$ cat src/rtl/vga_cap_pkg.sv
// vga_cap_pkg: shared geometry defaults, capture state encoding and {B,G,R} field slices.
package vga_cap_pkg;
    localparam int H_ACTIVE_DEF = 640;
    localparam int V_ACTIVE_DEF = 480;
    localparam int FRAME_PIXELS = H_ACTIVE_DEF * V_ACTIVE_DEF;
    typedef enum logic [1:0] {IDLE, ARMED, CAPTURE} cap_state_t;
    localparam int B_HI = 23;
    localparam int B_LO = 16;
    localparam int G_HI = 15;
    localparam int G_LO = 8;
    localparam int R_HI = 7;
    localparam int R_LO = 0;
endpackage

$ cat src/rtl/vga_timing_tracker.sv
// vga_timing_tracker: registers the VGA stream, recovers X/Y, checks frame geometry and tracks lock.
module vga_timing_tracker
    import vga_cap_pkg::*;
#(
    parameter int H_ACTIVE    = H_ACTIVE_DEF,
    parameter int V_ACTIVE    = V_ACTIVE_DEF,
    parameter int LOCK_FRAMES = 2
) (
    input  logic        iVGA_CLK,
    input  logic        iRST_n,
    input  logic        iHS,
    input  logic        iVS,
    input  logic        iBLANK_n,
    input  logic [7:0]  iB,
    input  logic [7:0]  iG,
    input  logic [7:0]  iR,
    output logic [23:0] pixel,
    output logic        active,
    output logic [10:0] pixX,
    output logic [10:0] pixY,
    output logic        frame_start,
    output logic        frame_good,
    output logic        frame_bad,
    output logic        locked
);
    localparam int GW = $clog2(LOCK_FRAMES + 1);
    logic s_hs, s_vs, s_blank, d_hs, d_vs, d_blank;
    logic [23:0] s_bgr;
    logic [10:0] xCnt, yCnt;
    logic lineBad, seenVs, hsFall, blankFall, frameOk;
    logic [GW-1:0] goodCnt, goodNext;
    always_comb begin
        hsFall      = d_hs & ~s_hs;
        blankFall   = d_blank & ~s_blank;
        frame_start = d_vs & ~s_vs;
        pixX        = (frame_start || hsFall) ? 11'd0 : xCnt;
        pixY        = frame_start ? 11'd0 : yCnt;
        frameOk     = (yCnt == 11'(V_ACTIVE)) && !lineBad;
        frame_good  = frame_start && seenVs && frameOk;
        frame_bad   = frame_start && seenVs && !frameOk;
        goodNext    = (goodCnt == GW'(LOCK_FRAMES)) ? goodCnt : goodCnt + GW'(1);
        pixel       = s_bgr;
        active      = s_blank;
    end
    // The first VS edge after reset only opens a frame; seenVs gates the check.
    always_ff @(posedge iVGA_CLK or negedge iRST_n) begin
        if (!iRST_n) begin
            {s_hs, s_vs, s_blank, d_hs, d_vs, d_blank} <= '0;
            s_bgr   <= '0;
            xCnt    <= '0;
            yCnt    <= '0;
            lineBad <= 1'b0;
            seenVs  <= 1'b0;
            goodCnt <= '0;
            locked  <= 1'b0;
        end else begin
            {s_hs, s_vs, s_blank} <= {iHS, iVS, iBLANK_n};
            {d_hs, d_vs, d_blank} <= {s_hs, s_vs, s_blank};
            s_bgr[B_HI:B_LO] <= iB;
            s_bgr[G_HI:G_LO] <= iG;
            s_bgr[R_HI:R_LO] <= iR;
            xCnt    <= (s_blank && pixX != 11'h7FF) ? pixX + 11'd1 : pixX;
            yCnt    <= frame_start ? 11'd0 : yCnt + {10'd0, blankFall};
            lineBad <= !frame_start && (lineBad || (blankFall && xCnt != 11'(H_ACTIVE)));
            seenVs  <= seenVs || frame_start;
            goodCnt <= frame_bad ? '0 : frame_good ? goodNext : goodCnt;
            locked  <= (frame_good || frame_bad) ? (frame_good && goodNext == GW'(LOCK_FRAMES)) : locked;
        end
    end
endmodule

$ cat src/rtl/vga_frame_capture.sv
// vga_frame_capture: captures one full frame of a locked VGA stream into an external RAM write port.
module vga_frame_capture
    import vga_cap_pkg::*;
#(
    parameter int H_ACTIVE    = H_ACTIVE_DEF,
    parameter int V_ACTIVE    = V_ACTIVE_DEF,
    parameter int ADDR_W      = 19,
    parameter int LOCK_FRAMES = 2
) (
    input  logic              iVGA_CLK,
    input  logic              iRST_n,
    input  logic              iHS,
    input  logic              iVS,
    input  logic              iBLANK_n,
    input  logic [7:0]        iB,
    input  logic [7:0]        iG,
    input  logic [7:0]        iR,
    input  logic              iCapReq,
    output logic              oCapBusy,
    output logic              oCapDone,
    output logic              oWrEn,
    output logic [ADDR_W-1:0] oWrAddr,
    output logic [23:0]       oWrData,
    output logic [10:0]       oPixX,
    output logic [10:0]       oPixY,
    output logic              oLocked,
    output logic              oFrameErr
);
    localparam logic [ADDR_W-1:0] FRAME = ADDR_W'(H_ACTIVE * V_ACTIVE);
    cap_state_t state, stateNext;
    logic [ADDR_W-1:0] addr, addrNext;
    logic [23:0] pixel;
    logic [10:0] pixX, pixY;
    logic active, frame_start, frame_good, frame_bad, wrNext, doneNext;
    vga_timing_tracker #(
        .H_ACTIVE(H_ACTIVE), .V_ACTIVE(V_ACTIVE), .LOCK_FRAMES(LOCK_FRAMES)
    ) tracker (
        .iVGA_CLK(iVGA_CLK), .iRST_n(iRST_n), .iHS(iHS), .iVS(iVS), .iBLANK_n(iBLANK_n),
        .iB(iB), .iG(iG), .iR(iR), .pixel(pixel), .active(active), .pixX(pixX), .pixY(pixY),
        .frame_start(frame_start), .frame_good(frame_good), .frame_bad(frame_bad), .locked(oLocked)
    );
    assign oCapBusy = (state != IDLE);
    always_comb begin
        stateNext = state;
        addrNext  = addr;
        wrNext    = 1'b0;
        doneNext  = 1'b0;
        unique case (state)
            IDLE:    stateNext = iCapReq ? ARMED : IDLE;
            ARMED:   if (frame_start && oLocked) begin
                         stateNext = CAPTURE;
                         addrNext  = '0;
                     end
            CAPTURE: if (frame_start) begin
                         stateNext = frame_good ? IDLE : ARMED;
                         doneNext  = frame_good;
                     end else if (active && addr < FRAME) begin
                         wrNext   = 1'b1;
                         addrNext = addr + ADDR_W'(1);
                     end
            default: stateNext = IDLE;
        endcase
    end
    always_ff @(posedge iVGA_CLK or negedge iRST_n) begin
        if (!iRST_n) state <= IDLE;
        else         state <= stateNext;
    end
    always_ff @(posedge iVGA_CLK or negedge iRST_n) begin
        if (!iRST_n) begin
            addr      <= '0;
            oWrEn     <= 1'b0;
            oWrAddr   <= '0;
            oWrData   <= '0;
            oPixX     <= '0;
            oPixY     <= '0;
            oCapDone  <= 1'b0;
            oFrameErr <= 1'b0;
        end else begin
            addr      <= addrNext;
            oWrEn     <= wrNext;
            oWrAddr   <= addr;
            oWrData   <= pixel;
            oPixX     <= pixX;
            oPixY     <= pixY;
            oCapDone  <= doneNext;
            oFrameErr <= frame_bad;
        end
    end
endmodule
$ cat config.mk
export PLATFORM = sky130hd
export DESIGN_NAME = vga_frame_capture
export DESIGN_NICKNAME = d
export VERILOG_FILES = /design/src/rtl/vga_cap_pkg.sv /design/src/rtl/vga_timing_tracker.sv /design/src/rtl/vga_frame_capture.sv
export SDC_FILE = /design/constraint.sdc
export NUM_CORES = 1
export LEC_CHECK = 0
export CORE_UTILIZATION = 60
export CTS_BUF_LIST = sky130_fd_sc_hd__clkbuf_16
export DETAILED_ROUTE_END_ITERATION = 8
export DONT_BUFFER_PORTS = 1
export PLACE_DENSITY = 0.82
export RECOVER_POWER = 25
export SYNTH_ARGS = -nofsm -noshare
export SYNTH_HDL_FRONTEND = slang
export SYNTH_SLANG_ARGS = --single-unit
$ cat constraint.sdc
create_clock -name iVGA_CLK -period 3.65 [get_ports iVGA_CLK]
set_input_delay 0 -clock iVGA_CLK [delete_from_list [all_inputs] [get_ports iVGA_CLK]]
set_output_delay 0 -clock iVGA_CLK [all_outputs]
set_load 0.01 [all_outputs]
==> metrics.txt <==
# H-tree levels=4; via count=3005; Post-synth top flop=dfrtp_1; synthesized cell area=0.00503 mm2; Nets=455; initial antenna violation count=0; mux share of post-synthesis cell area=0.647%; crit-path max FO=9; met2 global-route usage=34.9%; Antenna Cells=0; Largest stage delay, worst path=0.51 ns; clk buf depth=2; CTS tree=done; final worst setup slack=1.15 ns; first-pass GRT wire length=14800 um; minimum clock period=2.50 ns; CP cell instances=nand2b_1, and3_1, ha_1, and4_1, nand4_1, o31ai_2, mux2_2; Mapped Avg Cell Area=13.3 um2; clock latency on the worst-skew pair=0.41 ns; final setup fails=0; fmax=400 MHz; TritonRoute pass-1 iters=4; HP Class=input pin to register; core area=0.00818 mm2; Initial Util=61.5%; routed len/inst=17.1 um; crit start category=register; Worst VDD drop=337 uV; row count=33; Yosys cell types=44; Synth warnings=0; most area-consuming cells after synthesis=dfrtp_1 73%, nor2_1 2.3%, xnor2_1 1.9%; Synth area leader=dfrtp_1; RSZ-0062 raised after global routing=false; Async SR Flop Fraction=100%; failing checks=max-capacitance violations, max-slew violations; Post-DRT Antenna Nets=0; die height=93.6 um; # Post-CTS Setup Buffers=0; Leakage=2.77 nW; syn nets=412; area share of the largest cell type after synthesis=72.6%; final wirelength=9190 um; GRT Util Overall=22.8%; GR Layer Usage met3=5.85%; max cap viols=1; Layout area overhead=19.1%; Final Cycle Share=68.5%; GR Util met1=31.8%; share of post-route cells with drive strength above 1=9.70%; DR iter-0 viols=164; total power=3.42 mW; Post-Syn Instances=377; io pins=100; #FFs+latches synth=146; Pins Over Slew Limit=147; Simple-Gate Fraction of Synth Area=14.6%; grt total ovfl=0; largest net degree at the start of global routing=147; die area=0.00876 mm2; Filler cells=533; die extent in x=93.6 um; number of synthesized flops with an enable pin=0; largest family of logic cells by synthesized area=simple AND/OR/NAND/NOR gates; total CTS buffers=17; gpl congestion=0.822; # DRC=0; Adder-Cell Fraction of Synth Area=1.24%; sequential fraction of the synthesis area=72.6%; gr busiest metal=met2; Root Buffer=clkbuf_16; Post-Synth XOR/XNOR Area=3.66%; cell count after placement=476; Avg Vias per Cell=5.59; status=complete, but fails checks; Post-DP HPWL=5530 um; post-synthesis compound-gate area fraction=6.09%; setup_tns=0 ns; vias in the first global route=3007; Final Util=73.3%; crit path capture type=register; slowest CP cell=o31ai_2; Slew headroom=-23.8%; Worst-Margin Slew=1.86 ns; critical path type=register to register; Power Dens Cells=570 mW/mm2; count of input and output buffers=0; Fin. Hold Viols=0; # clock sinks=146; critical path arrival=2.80 ns; PostCTS Resize Cnt=0; post-route insts no fill=538; Post-Place Setup Slack=1.15 ns; Worst Clk Skew=0.0108 ns; CP Data Required Time=3.94 ns; CTS clk-pin slew, worst paths=0.07 ns
[power breakdown]
| group | switching (mW) | internal (mW) | total [mW] | leakage [nW] |
|---|---|---|---|---|
| registers | 0.0422 | 1.67 | 1.71 | 1.89 |
| clock network | 0.702 | 0.889 | 1.59 | 0.260 |
| logic | 0.0661 | 0.0453 | 0.111 | 0.613 |
| total | 0.811 | 2.61 | 3.42 | 2.77 |
[path summary, 6_finish.rpt]
kind,startpoint,slack [ns],endpoint,depth (start not counted)
min in group asynchronous,iRST_n,0.69,oWrAddr[7],2
setup reg to reg,tracker.s_hs,1.15,tracker.xCnt[1],7
setup / recovery,tracker.s_hs,1.15,tracker.xCnt[1],7
hold / removal,iB[5],0.14,tracker.pixel[21],1
hold reg to reg,tracker.pixel[22],0.35,oWrData[22],0
max in group asynchronous,iRST_n,1.83,tracker.xCnt[4],2
[placed cells by master (no fill, tap or decap), types with 10 or more instances in the layout]
| cell type | count |
|---|---|
| dfrtp_1 | 146 |
| xnor2_1 | 11 |
| xor2_1 | 10 |
| nand2_1 | 22 |
| a21oi_1 | 10 |
| and3_1 | 10 |
| nand3_1 | 17 |
| and2_1 | 12 |
| nor4_1 | 10 |
| nor2_1 | 31 |
| clkbuf_16 | 17 |
| dlygate4sd3_1 | 29 |
| o21ai_0 | 16 |
[worst max-delay path, delay by kind of cell (launching register included)]
| kind | cells | cell delay (ns) |
|---|---|---|
| mux | 1 | 0.39 |
| compound gates | 1 | 0.51 |
| simple gates | 4 | 0.92 |
| fa+ha+maj | 1 | 0.21 |
| flops | 1 | 0.36 |
[final cells by class]
type / count / area (um2) / share of cell area (%)
tap: 105 / 131 / 2.19
sequential: 146 / 3650 / 61.0
timing repair buffer: 32 / 313 / 5.22
inverter: 7 / 26.3 / 0.438
clock inverter: 15 / 125 / 2.09
multi-input combinational: 216 / 1320 / 22.0
clock buffer: 17 / 425 / 7.10
[cells by family after synthesis]
logic type / count (synthesis)
adder cells (fa/ha/maj): 5
AO/OA/AOI/OAI: 49
XOR/XNOR: 21
buffers and inverters: 15
flip-flops: 146
multiplexers: 3
AND/OR/NAND/NOR: 138
[layer usage]
metal  up-vias  share of wire (%)
li1       1403                  -
met1      1494                 47
met2        97                 46
met3        11                5.5
met4         0                1.1
met5         -                  0
[registers in the layout, summed over array words and instances (netlist names), 2 cells and up]
signal	cells
oPixY	11
oWrData	24
oPixX	11
oWrAddr	19
addr	19
state	2
tracker.yCnt	11
tracker.xCnt	11
tracker.goodCnt	2
tracker.pixel	24
[Yosys cell counts, types with 2 or more instances]
| cell type | instances |
|---|---|
| a22o_1 | 4 |
| nor3_1 | 9 |
| or2_2 | 2 |
| a21oi_1 | 10 |
| nand4_1 | 7 |
| a31oi_1 | 5 |
| mux2_2 | 2 |
| nor4_1 | 10 |
| nand2_1 | 22 |
| or3_1 | 2 |
| nand3_1 | 17 |
| buf_1 | 2 |
| inv_1 | 7 |
| nand2b_1 | 4 |
| o21ai_1 | 5 |
| nor2_1 | 31 |
| xnor2_1 | 11 |
| and2_1 | 12 |
| nor2b_1 | 4 |
| ha_1 | 5 |
| xor2_1 | 10 |
| and3_1 | 10 |
| buf_2 | 2 |
| dfrtp_1 | 146 |
| clkbuf_1 | 4 |
| o21ai_0 | 16 |
[repair_timing]
item                       in CTS  in global routing
hold buffers                   30                  0
setup endpoints to repair       0                  0
hold endpoints to repair      174                  0
[through the flow]
stage / hold WS, ns / area (um2)
after global routing: 0.140 / 5990
final: 0.143 / 5990
after detailed placement: -0.294 / 5140
after global placement: -0.294 / 5140
after floorplan: -0.296 / 5030
after CTS: 0.135 / 6010
No activity file was read; power rests on OpenSTA's default activity.
